`config.mk`:
```
export PLATFORM = sky130hd
export DESIGN_NAME = mult_div_unit
export DESIGN_NICKNAME = d
export VERILOG_FILES = /design/src/rtl/mult_div_unit.sv
export SDC_FILE = /design/constraint.sdc
export NUM_CORES = 1
export LEC_CHECK = 0
export ABC_CLOCK_PERIOD_IN_PS = 6900
export CAP_MARGIN = 20
export CORE_MARGIN = 10
export CORE_UTILIZATION = 35
export CTS_CLUSTER_SIZE = 14
export DETAILED_ROUTE_END_ITERATION = 7
export GPL_ROUTABILITY_DRIVEN = 0
export SYNTH_ARGS = -nofsm -noshare
export SYNTH_HDL_FRONTEND = slang
export SYNTH_SLANG_ARGS = --single-unit
```
`constraint.sdc`:
```
create_clock -name clk -period 6.9 [get_ports clk]
set_clock_uncertainty 0.1 [all_clocks]
set_input_delay 1.38 -clock clk [delete_from_list [all_inputs] [get_ports clk]]
set_output_delay 1.38 -clock clk [all_outputs]
set_load 0.05 [all_outputs]
```
`src/rtl/mult_div_unit.sv`:
```
// Iterative HI/LO multiply/divide unit: radix-2 shift-add multiply and restoring
// divide, 32 iterations each, plus single-cycle MTHI/MTLO writes.
module mult_div_unit (
    input  logic        clk,
    input  logic        reset_n,
    input  logic        start_execute,
    input  logic [2:0]  mult_div_op_execute,
    input  logic [31:0] src_A_ALU_execute,
    input  logic [31:0] src_B_ALU_execute,
    input  logic        flush_execute,
    output logic [31:0] HI_output,
    output logic [31:0] LO_output,
    output logic        busy,
    output logic        done
);

    localparam logic [2:0] OP_MULT  = 3'b001;
    localparam logic [2:0] OP_MULTU = 3'b010;
    localparam logic [2:0] OP_DIV   = 3'b011;
    localparam logic [2:0] OP_DIVU  = 3'b100;
    localparam logic [2:0] OP_MTHI  = 3'b101;
    localparam logic [2:0] OP_MTLO  = 3'b110;

    typedef enum logic [1:0] {IDLE, MUL, DIV} state_t;

    state_t      state;
    logic [4:0]  count;
    logic [63:0] acc;
    logic [31:0] operand;
    logic        neg_q;
    logic        neg_r;

    logic        signed_op;
    logic [31:0] mag_a;
    logic [31:0] mag_b;
    logic [32:0] mul_sum;
    logic [63:0] mul_next;
    logic [63:0] mul_result;
    logic [32:0] div_shift;
    logic        div_ok;
    logic [31:0] div_sub;
    logic [31:0] div_rem_next;
    logic [31:0] div_quo_next;

    // In DIV the accumulator holds {partial remainder, dividend/quotient shifter}.
    always_comb begin
        signed_op    = (mult_div_op_execute == OP_MULT) || (mult_div_op_execute == OP_DIV);
        mag_a        = (signed_op && src_A_ALU_execute[31]) ? (~src_A_ALU_execute + 32'd1)
                                                            : src_A_ALU_execute;
        mag_b        = (signed_op && src_B_ALU_execute[31]) ? (~src_B_ALU_execute + 32'd1)
                                                            : src_B_ALU_execute;

        mul_sum      = {1'b0, acc[63:32]} + (acc[0] ? {1'b0, operand} : 33'd0);
        mul_next     = {mul_sum, acc[31:1]};
        mul_result   = neg_q ? (~mul_next + 64'd1) : mul_next;

        div_shift    = {acc[63:32], acc[31]};
        div_ok       = div_shift >= {1'b0, operand};
        div_sub      = div_shift[31:0] - operand;
        div_rem_next = div_ok ? div_sub : div_shift[31:0];
        div_quo_next = {acc[30:0], div_ok};
    end

    always_ff @(posedge clk or negedge reset_n) begin
        if (!reset_n) begin
            state     <= IDLE;
            count     <= 5'd0;
            acc       <= 64'd0;
            operand   <= 32'd0;
            neg_q     <= 1'b0;
            neg_r     <= 1'b0;
            HI_output <= 32'd0;
            LO_output <= 32'd0;
            busy      <= 1'b0;
            done      <= 1'b0;
        end else if (flush_execute) begin
            state <= IDLE;
            busy  <= 1'b0;
            done  <= 1'b0;
        end else begin
            done <= 1'b0;
            case (state)
                IDLE: begin
                    if (start_execute) begin
                        case (mult_div_op_execute)
                            OP_MULT, OP_MULTU: begin
                                acc     <= {32'd0, mag_b};
                                operand <= mag_a;
                                neg_q   <= signed_op && (src_A_ALU_execute[31] ^ src_B_ALU_execute[31]);
                                neg_r   <= signed_op && src_A_ALU_execute[31];
                                count   <= 5'd0;
                                state   <= MUL;
                                busy    <= 1'b1;
                            end
                            OP_DIV, OP_DIVU: begin
                                acc     <= {32'd0, mag_a};
                                operand <= mag_b;
                                neg_q   <= signed_op && (src_A_ALU_execute[31] ^ src_B_ALU_execute[31]);
                                neg_r   <= signed_op && src_A_ALU_execute[31];
                                count   <= 5'd0;
                                state   <= DIV;
                                busy    <= 1'b1;
                            end
                            OP_MTHI: HI_output <= src_A_ALU_execute;
                            OP_MTLO: LO_output <= src_A_ALU_execute;
                            default: ;
                        endcase
                    end
                end
                MUL: begin
                    acc   <= mul_next;
                    count <= count + 5'd1;
                    if (count == 5'd31) begin
                        HI_output <= mul_result[63:32];
                        LO_output <= mul_result[31:0];
                        state     <= IDLE;
                        busy      <= 1'b0;
                        done      <= 1'b1;
                    end
                end
                DIV: begin
                    acc   <= {div_rem_next, div_quo_next};
                    count <= count + 5'd1;
                    if (count == 5'd31) begin
                        LO_output <= neg_q ? (~div_quo_next + 32'd1) : div_quo_next;
                        HI_output <= neg_r ? (~div_rem_next + 32'd1) : div_rem_next;
                        state     <= IDLE;
                        busy      <= 1'b0;
                        done      <= 1'b1;
                    end
                end
                default: begin
                    state <= IDLE;
                    busy  <= 1'b0;
                end
            endcase
        end
    end

endmodule

```
==> metrics.txt, run 1 <==
# TYPE chip_impl_metric gauge
chip_impl_metric{name="p_comb_share",unit="%"} 56.3
chip_impl_info{name="critical_path.endpoint_type",value="flip-flop"} 1
chip_impl_metric{name="ys_ff_latch",unit=""} 171
chip_impl_metric{name="num_antenna_cells",unit=""} 0
chip_impl_metric{name="fmax",unit="MHz"} 170.6
chip_impl_metric{name="clk_lat_worst_skew",unit="ns"} 0.47
chip_impl_metric{name="critPathRequiredTime",unit="ns"} 7.14
chip_impl_metric{name="detailed_place_hpwl",unit="um"} 58360
chip_impl_metric{name="ys_async_sr_fraction",unit="%"} 100.0
chip_impl_metric{name="seq_power_share",unit="%"} 26.4
chip_impl_metric{name="route.detailed.drc",unit=""} 0
chip_impl_metric{name="multi_input_area",unit="sq um"} 12450
chip_impl_info{name="synth-main-ff-cell",value="dfrtp_1"} 1
chip_impl_metric{name="post_route_cells_drive_above_1_share",unit="%"} 4.266
chip_impl_metric{name="die_y",unit="um"} 244.5
chip_impl_metric{name="synth.cell_area",unit="sq um"} 17650
chip_impl_info{name="critical-path-top-delay-family",value="compound AO/OA/AOI/OAI gates"} 1
chip_impl_metric{name="io_pins",unit=""} 137
chip_impl_metric{name="first_global_vias",unit=""} 18350
chip_impl_metric{name="power-per-cell-area",unit="nW/um^2"} 329.1
chip_impl_metric{name="critPathArrivalTime",unit="ns"} 6.11
chip_impl_metric{name="port_buffers",unit=""} 136
chip_impl_metric{name="final-hold-violation-count",unit=""} 0
chip_impl_metric{name="max-clock-path-buffers",unit=""} 2
chip_impl_metric{name="relSlewSlack",unit="%"} 23.93
chip_impl_metric{name="cp_num_buf_inv",unit=""} 3
chip_impl_metric{name="post_cts.repair.setup_buffers",unit=""} 0
chip_impl_metric{name="synth_sequential_area_ratio",unit="%"} 24.25
chip_impl_metric{name="groute.usage.overall",unit="%"} 24.29
chip_impl_info{name="critical-path-top-cell-by-count",value="nand4_1"} 1
chip_impl_metric{name="design_area",unit="sq um"} 20070
chip_impl_metric{name="routed_wirelength",unit="um"} 75110
chip_impl_metric{name="worst_pin_slew",unit="ns"} 1.127
chip_impl_metric{name="vdd_drop_max",unit="mV"} 0.2185
chip_impl_metric{name="post_cts_sizing",unit=""} 0
chip_impl_metric{name="ff2ff_path_depth",unit=""} 18
chip_impl_info{name="unrepaired_setup_endpoints_after_global_routing",value="no"} 1
chip_impl_info{name="timing.critical_path.slowest_stage_cell",value="ha_1"} 1
chip_impl_metric{name="antenna_violating_nets_post_route",unit=""} 0
chip_impl_info{name="crit_path_start",value="acc[47]$_DFFE_PN0P_"} 1
chip_impl_metric{name="synth.top_cell.area_share",unit="%"} 24.25
chip_impl_metric{name="synth_cell_type_count",unit=""} 87
chip_impl_info{name="critical_path_class",value="flip-flop to flip-flop"} 1
chip_impl_info{name="crit_path_end",value="HI_output[30]$_DFFE_PN0P_"} 1
chip_impl_metric{name="timing.final.max_slew_violations",unit=""} 0
chip_impl_metric{name="final_util",unit="%"} 40.17
chip_impl_metric{name="setup_viol",unit=""} 0
chip_impl_metric{name="floorplan.die_area",unit="sq um"} 59800
chip_impl_metric{name="drv_cap",unit=""} 0
chip_impl_metric{name="path_clk_slew",unit="ns"} 0.07
chip_impl_metric{name="grt_antenna_before_repair",unit=""} 2
chip_impl_metric{name="overflow",unit=""} 0
chip_impl_metric{name="critical_path_cell_count",unit=""} 18
chip_impl_info{name="worstReg2RegEnd",value="HI_output[30]$_DFFE_PN0P_"} 1
chip_impl_metric{name="core_area",unit="sq um"} 49970
chip_impl_metric{name="synth_enable_flop_cells",unit=""} 0
chip_impl_metric{name="wire_length_of_the_first_global_routing_pass",unit="um"} 113000
chip_impl_info{name="yosys-top-cells-count",value="337 x nand2_1, 223 x nor2_1, 218 x o21ai_0"} 1
chip_impl_metric{name="cts_buffers",unit=""} 17
chip_impl_metric{name="finalWorstPathRequiredPeriod",unit="ns"} 5.863
chip_impl_metric{name="switching_power",unit="mW"} 3.352
chip_impl_metric{name="grt_start_max_net_pins",unit=""} 89
chip_impl_info{name="critical_path.startpoint_type",value="flip-flop"} 1
chip_impl_metric{name="swShare",unit="%"} 50.74
chip_impl_info{name="cts-root-buf",value="clkbuf_16"} 1
chip_impl_metric{name="critical_path_peak_fanout",unit=""} 49
chip_impl_info{name="worstReg2RegStart",value="acc[47]$_DFFE_PN0P_"} 1
chip_impl_metric{name="die_w",unit="um"} 244.5
chip_impl_metric{name="placed_instance_area",unit="sq um"} 19390
chip_impl_metric{name="fillerInstances",unit=""} 5155
chip_impl_metric{name="yosys_warnings",unit=""} 0
chip_impl_metric{name="synth_cells",unit=""} 2379
chip_impl_metric{name="cts.hold.buffers_added",unit=""} 0
chip_impl_metric{name="drt-wirelength-per-cell",unit="um"} 24.52
chip_impl_info{name="crit_chain",value="ha_1 > nand4_1 > or3_1 > a211oi_1 > o21ai_2 > nand2_4 > buf_4 > a21oi_1 > inv_1 > ha_1 > nor3b_1 > nand4_1 > o31ai_1 > buf_4 > nand4_1 > o41ai_2 > xnor2_1 > a221o_1"} 1
chip_impl_metric{name="num_vias",unit=""} 19240
chip_impl_info{name="hold_path.class",value="flip-flop to flip-flop"} 1
chip_impl_metric{name="first_iter_violations",unit=""} 2328
chip_impl_metric{name="vias_per_cell",unit=""} 6.281
chip_impl_info{name="tritoncts_clock_tree",value="built"} 1
chip_impl_metric{name="fin_worst_hold_slack",unit="ns"} 0.3800
chip_impl_metric{name="drtPass1Iterations",unit=""} 6
chip_impl_metric{name="numClockSinks",unit=""} 171
chip_impl_metric{name="synth_nets",unit=""} 2527
chip_impl_metric{name="final_nets",unit=""} 2526
chip_impl_metric{name="intPower",unit="mW"} 3.254
chip_impl_metric{name="p_total",unit="mW"} 6.607
chip_impl_info{name="synth_top_cells_by_area",value="dfrtp_1 24%, xnor2_1 7.3%, nand2_1 7.2%, o21ai_0 6.2%, ha_1 5.3%"} 1
chip_impl_metric{name="syn-mean-instance-area",unit="sq um"} 7.417
chip_impl_metric{name="areaGrowthSynthToFinish",unit="%"} 13.76
chip_impl_metric{name="max_stage_delay",unit="ns"} 0.52
chip_impl_metric{name="totalNegativeSetupSlack",unit="ns"} 0
chip_impl_metric{name="combined_flip_flop_and_latch_cell_area",unit="sq um"} 4280
chip_impl_metric{name="total_number_of_placement_rows",unit=""} 82
chip_impl_metric{name="power.static_leakage",unit="nW"} 8.029
chip_impl_metric{name="timing.final.crit_share",unit="%"} 84.97
chip_impl_metric{name="clockPowerShare",unit="%"} 17.3
chip_impl_metric{name="h-tree-depth",unit=""} 4
chip_impl_info{name="status",value="finished clean"} 1
chip_impl_metric{name="regToRegSetupSlack",unit="ns"} 1.04
chip_impl_info{name="synthDominantAreaCellType",value="dfrtp_1"} 1
chip_impl_metric{name="floorplan.initialDensity",unit="%"} 35.32
chip_impl_info{name="yosysMostFrequentCell",value="nand2_1"} 1
## flip-flops by register name, indices dropped and copies added, names as in the netlist
name and count:
done 1, LO_output 32, busy 1, count 5
HI_output 32, state 2, neg_r 1, neg_q 1
operand 32, acc 64
## area by class of cell
type / instances / area share [%]
Tap cell: 672 / 4.189
Timing Repair Buffer: 159 / 7.773
Inverter: 72 / 1.359
Clock buffer: 20 / 2.225
Sequential cell: 171 / 21.32
Clock inverter: 12 / 1.091
Multi-Input combinational cell: 1957 / 62.04
## worst register-to-register path: stages, from the launching register on
cell      delay (ns)
dfrtp_1         0.47
ha_1            0.52
nand4_1         0.30
or3_1           0.43
a211oi_1        0.50
o21ai_2         0.24
nand2_4         0.14
buf_4           0.51
a21oi_1         0.24
inv_1           0.09
ha_1            0.26
nor3b_1         0.29
nand4_1         0.20
o31ai_1         0.31
buf_4           0.24
nand4_1         0.17
o41ai_2         0.28
xnor2_1         0.11
a221o_1         0.33
## power groups by stage
stage	Clock, mW	Sequential, mW	Combinational [mW]
after floorplan	0	2.13	1.98
after global placement	0	1.73	3.62
after detailed placement	0	1.75	3.65
after CTS	1.15	1.73	3.66
after global routing	1.19	1.77	3.97
final	1.15	1.74	3.72
## metal layers
layer / up-vias / share of wire [%] / wire length [um] / GRT usage (%)
li1: 8732 / - / - / -
met1: 9185 / 40 / 30130 / 30.40
met2: 1098 / 44 / 32940 / 37.26
met3: 221 / 10 / 7738 / 6.802
met4: 2 / 5.7 / 4292 / 13.21
met5: - / 0.020 / 15 / 0
## kinds of logic (layout without fill, tap and decap cells)
family / count (synthesis) / in the layout / share of synthesized area, %
adders and majority gates: 77 / 77 / 5.545
muxes: 41 / 41 / 2.397
buffers and inverters: 251 / 263 / 5.431
DFF: 171 / 171 / 24.25
xor gates and xnor gates: 214 / 214 / 10.62
AOI/OAI and AO/OA: 809 / 809 / 30.47
and+or+nand+nor: 816 / 816 / 21.29
## how the worst min path moves through the flow
stage | start | to | cells past startpoint
floorplan | operand[10]$_DFFE_PN0P_ | operand[10]$_DFFE_PN0P_ | 2
finish | LO_output[4]$_DFFE_PN0P_ | LO_output[4]$_DFFE_PN0P_ | 2
global placement | LO_output[0]$_DFFE_PN0P_ | LO_output[0]$_DFFE_PN0P_ | 1
CTS | LO_output[4]$_DFFE_PN0P_ | LO_output[4]$_DFFE_PN0P_ | 2
global route | LO_output[17]$_DFFE_PN0P_ | LO_output[17]$_DFFE_PN0P_ | 2
detailed placement | LO_output[4]$_DFFE_PN0P_ | LO_output[4]$_DFFE_PN0P_ | 2
## stage by stage
step,cells,setup slack [ns]
2_1_floorplan,2379,1.432
3_3_place_gp,3030,1.548
6_report,3063,1.037
3_5_place_dp,3030,1.304
4_1_cts,3062,1.285
5_1_grt,3063,0.8015
## placed cells by master (no fill, tap or decap), drive strengths merged, types with 8 or more instances in the layout
cell type / instances
clkdlybuf4s50: 135
nand2b: 13
a221oi: 72
or4: 29
nor4: 17
nand2: 338
and4: 9
and3: 19
xor2: 66
inv: 70
clkbuf: 20
nor3: 36
mux2: 10
dfrtp: 171
buf: 24
xnor2: 148
a211oi: 20
or3: 27
o41ai: 11
nand3: 25
a31oi: 21
o21a: 12
o211ai: 15
ha: 75
nor2: 223
and2: 16
a21oi: 176
a221o: 21
o221ai: 8
o31ai: 103
o21ai: 223
or2: 13
a22oi: 19
mux2i: 31
a21o: 18
nand4: 21
Power figures use the tool's default switching activity.
==> run 2, diff against run 1 <==
--- a/config.mk
+++ b/config.mk
@@ -5,7 +5,7 @@
 export SDC_FILE = /design/constraint.sdc
 export NUM_CORES = 1
 export LEC_CHECK = 0
-export ABC_CLOCK_PERIOD_IN_PS = 6900
+export ABC_CLOCK_PERIOD_IN_PS = 4800
 export CAP_MARGIN = 20
 export CORE_MARGIN = 10
 export CORE_UTILIZATION = 35
==> constraint.sdc (replaced) <==
create_clock -name clk -period 4.8 [get_ports clk]
set_clock_uncertainty 0.1 [all_clocks]
set_input_delay 0.96 -clock clk [delete_from_list [all_inputs] [get_ports clk]]
set_output_delay 0.96 -clock clk [all_outputs]
set_load 0.05 [all_outputs]
==> run 2 against run 1 <==
Maximum frequency is 26% higher. Via count is 4.7% higher. Clock power is 28% higher. Critical path depth increased by 1. Wire length increased by 3.4%. Critical path type unchanged. Power increased by 51%. Sequential cell count stayed put. Sequential power is 40% higher. Sequential share of layout area is 1.7 points lower. Cell count up 5.9%. Setup slack got worse by 0.90 ns. Critical endpoint is now LO_output[26]$_DFFE_PN0P_.
==> metrics.txt, run 2 (synthesis results as in run 1) <==
# TYPE chip_impl_metric gauge
chip_impl_info{name="hold_path.class",value="flip-flop to flip-flop"} 1
chip_impl_metric{name="setup_viol",unit=""} 0
chip_impl_metric{name="drt-wirelength-per-cell",unit="um"} 23.94
chip_impl_metric{name="timing.final.max_slew_violations",unit=""} 0
chip_impl_metric{name="timing.final.crit_share",unit="%"} 97.17
chip_impl_metric{name="multi_input_area",unit="sq um"} 12920
chip_impl_metric{name="first_global_vias",unit=""} 19100
chip_impl_metric{name="critPathArrivalTime",unit="ns"} 4.86
chip_impl_info{name="critical_path_class",value="flip-flop to flip-flop"} 1
chip_impl_metric{name="wire_length_of_the_first_global_routing_pass",unit="um"} 115600
chip_impl_metric{name="drv_cap",unit=""} 0
chip_impl_info{name="tritoncts_clock_tree",value="built"} 1
chip_impl_metric{name="design_area",unit="sq um"} 21880
chip_impl_metric{name="critPathRequiredTime",unit="ns"} 5.00
chip_impl_metric{name="antenna_violating_nets_post_route",unit=""} 0
chip_impl_info{name="layout_commonest_cell",value="nand2_1"} 1
chip_impl_metric{name="groute.usage.overall",unit="%"} 24.77
chip_impl_metric{name="num_vias",unit=""} 20140
chip_impl_metric{name="overflow",unit=""} 0
chip_impl_metric{name="global_route.usage.met3",unit="%"} 5.526
chip_impl_metric{name="numClockSinks",unit=""} 171
chip_impl_info{name="unrepaired_setup_endpoints_after_global_routing",value="yes"} 1
chip_impl_metric{name="drtPass1Iterations",unit=""} 8
chip_impl_info{name="top_register_by_number_of_flip_flops",value="acc"} 1
chip_impl_metric{name="first_iter_violations",unit=""} 2368
chip_impl_metric{name="total_number_of_placement_rows",unit=""} 82
chip_impl_metric{name="max-clock-path-buffers",unit=""} 2
chip_impl_metric{name="die_y",unit="um"} 244.5
chip_impl_metric{name="cts_buffers",unit=""} 17
chip_impl_metric{name="combined_flip_flop_and_latch_cell_area",unit="sq um"} 4287
chip_impl_metric{name="power.static_leakage",unit="nW"} 8.921
chip_impl_metric{name="global_route.usage.met2",unit="%"} 38.83
chip_impl_metric{name="p_total",unit="mW"} 9.983
chip_impl_metric{name="floorplan.die_area",unit="sq um"} 59800
chip_impl_metric{name="finalWorstPathRequiredPeriod",unit="ns"} 4.664
chip_impl_metric{name="final_nets",unit=""} 2707
chip_impl_metric{name="power-per-cell-area",unit="nW/um^2"} 456.1
chip_impl_metric{name="core_area",unit="sq um"} 49970
chip_impl_metric{name="post_route_cells_drive_above_1_share",unit="%"} 14.19
chip_impl_info{name="crit_chain",value="inv_1 > ha_1 > buf_4 > nand2_1 > o21ai_0 > a221o_1 > o21ai_4 > nand2_4 > inv_4 > ha_2 > inv_1 > or3_1 > or4_4 > or2_2 > nand2_1 > xnor2_1 > a221oi_2 > buf_4 > o31ai_1"} 1
chip_impl_info{name="grt_most_used_layer",value="met2"} 1
chip_impl_metric{name="critical_path_peak_fanout",unit=""} 6
chip_impl_metric{name="grt_antenna_before_repair",unit=""} 0
chip_impl_metric{name="detailed_place_hpwl",unit="um"} 60830
chip_impl_metric{name="route.detailed.drc",unit=""} 0
chip_impl_info{name="critical-path-top-delay-family",value="simple AND/OR/NAND/NOR gates"} 1
chip_impl_metric{name="vdd_drop_max",unit="mV"} 0.3537
chip_impl_metric{name="cp_num_buf_inv",unit=""} 5
chip_impl_info{name="critical_path.startpoint_type",value="flip-flop"} 1
chip_impl_metric{name="relSlewSlack",unit="%"} 29.90
chip_impl_metric{name="port_buffers",unit=""} 136
chip_impl_info{name="status",value="finished clean"} 1
chip_impl_metric{name="fmax",unit="MHz"} 214.4
chip_impl_metric{name="largest_register_ff_count",unit=""} 64
chip_impl_metric{name="floorplan.initialDensity",unit="%"} 35.32
chip_impl_info{name="cts-root-buf",value="clkbuf_16"} 1
chip_impl_metric{name="clk_lat_worst_skew",unit="ns"} 0.47
chip_impl_info{name="timing.critical_path.slowest_stage_cell",value="or4_4"} 1
chip_impl_metric{name="die_w",unit="um"} 244.5
chip_impl_metric{name="fillerInstances",unit=""} 5038
chip_impl_metric{name="placed_instance_area",unit="sq um"} 20690
chip_impl_metric{name="max_stage_delay",unit="ns"} 0.52
chip_impl_info{name="critical_path.endpoint_type",value="flip-flop"} 1
chip_impl_metric{name="path_clk_slew",unit="ns"} 0.07
chip_impl_info{name="layout_common_cells",value="334 x nand2_1, 223 x nor2_1, 213 x o21ai_0"} 1
chip_impl_metric{name="h-tree-depth",unit=""} 4
chip_impl_metric{name="global_route.usage.met1",unit="%"} 31.36
chip_impl_metric{name="areaGrowthSynthToFinish",unit="%"} 24.02
chip_impl_metric{name="vias_per_cell",unit=""} 6.206
chip_impl_metric{name="io_pins",unit=""} 137
chip_impl_metric{name="worst_pin_slew",unit="ns"} 1.051
chip_impl_metric{name="routed_wirelength",unit="um"} 77670
chip_impl_metric{name="grt_start_max_net_pins",unit=""} 82
chip_impl_metric{name="cts.hold.buffers_added",unit=""} 0
chip_impl_metric{name="final-hold-violation-count",unit=""} 0
==> run 2: timing repair <==
action	CTS	global route
buffers inserted	1	19
endpoints found under the setup margin	6	22
pin swaps	1	19
gates resized for setup	3	91
==> run 2: layer usage <==
layer | routed length, um | up-vias | share of wire, %
met3 | 7562 | 251 | 9.7
met1 | 31050 | 9653 | 40
met5 | 0 | - | 0
li1 | - | 9104 | -
met2 | 34680 | 1131 | 45
met4 | 4377 | 0 | 5.6
==> run 2: stage by stage <==
step | utilization (%) | worst slack, ns | std cells | hold WS [ns] | setup TNS, ns
finish | 43.80 | 0.1359 | 3245 | 0.3795 | 0
floorplan | - | -0.001994 | 2379 | 0.3498 | -0.001994
global placement | 41.40 | -0.04411 | 3192 | 0.3610 | -0.04411
CTS | 42.65 | 0.001311 | 3225 | 0.3837 | 0
global route | 43.79 | -0.03018 | 3244 | 0.4065 | -0.03659
detailed placement | 41.40 | -0.1234 | 3192 | 0.3658 | -0.1468
==> run 2: cell type report <==
type | instances | area share (%)
clock inverter | 13 | 0.7032
inverter | 72 | 1.264
timing repair buffer | 340 | 13.51
tap | 672 | 3.842
clock buffer | 19 | 2.024
antenna | 1 | 0.01143
sequential | 171 | 19.59
multi-input combinational | 1957 | 59.06
==> run 2: final timing paths <==
kind                       cells after the start                        end                     start  slack (ns)
hold / removal                                 1   LO_output[0]$_DFFE_PN0P_  LO_output[0]$_DFFE_PN0P_        0.38
setup reg to reg                              19  LO_output[26]$_DFFE_PN0P_    operand[8]$_DFFE_PN0P_        0.14
setup / recovery                              19  LO_output[26]$_DFFE_PN0P_    operand[8]$_DFFE_PN0P_        0.14
hold reg to reg                                1   LO_output[0]$_DFFE_PN0P_  LO_output[0]$_DFFE_PN0P_        0.38
max in group asynchronous                      2         acc[3]$_DFFE_PN0P_                   reset_n        3.21
min in group asynchronous                      1        acc[63]$_DFFE_PN0P_                   reset_n        0.48
==> run 2: power breakdown <==
group	internal [mW]	leakage [nW]	switching, mW
logic	2.25	6.46	3.83
clock network	0.755	0.289	0.720
registers	1.90	2.18	0.532
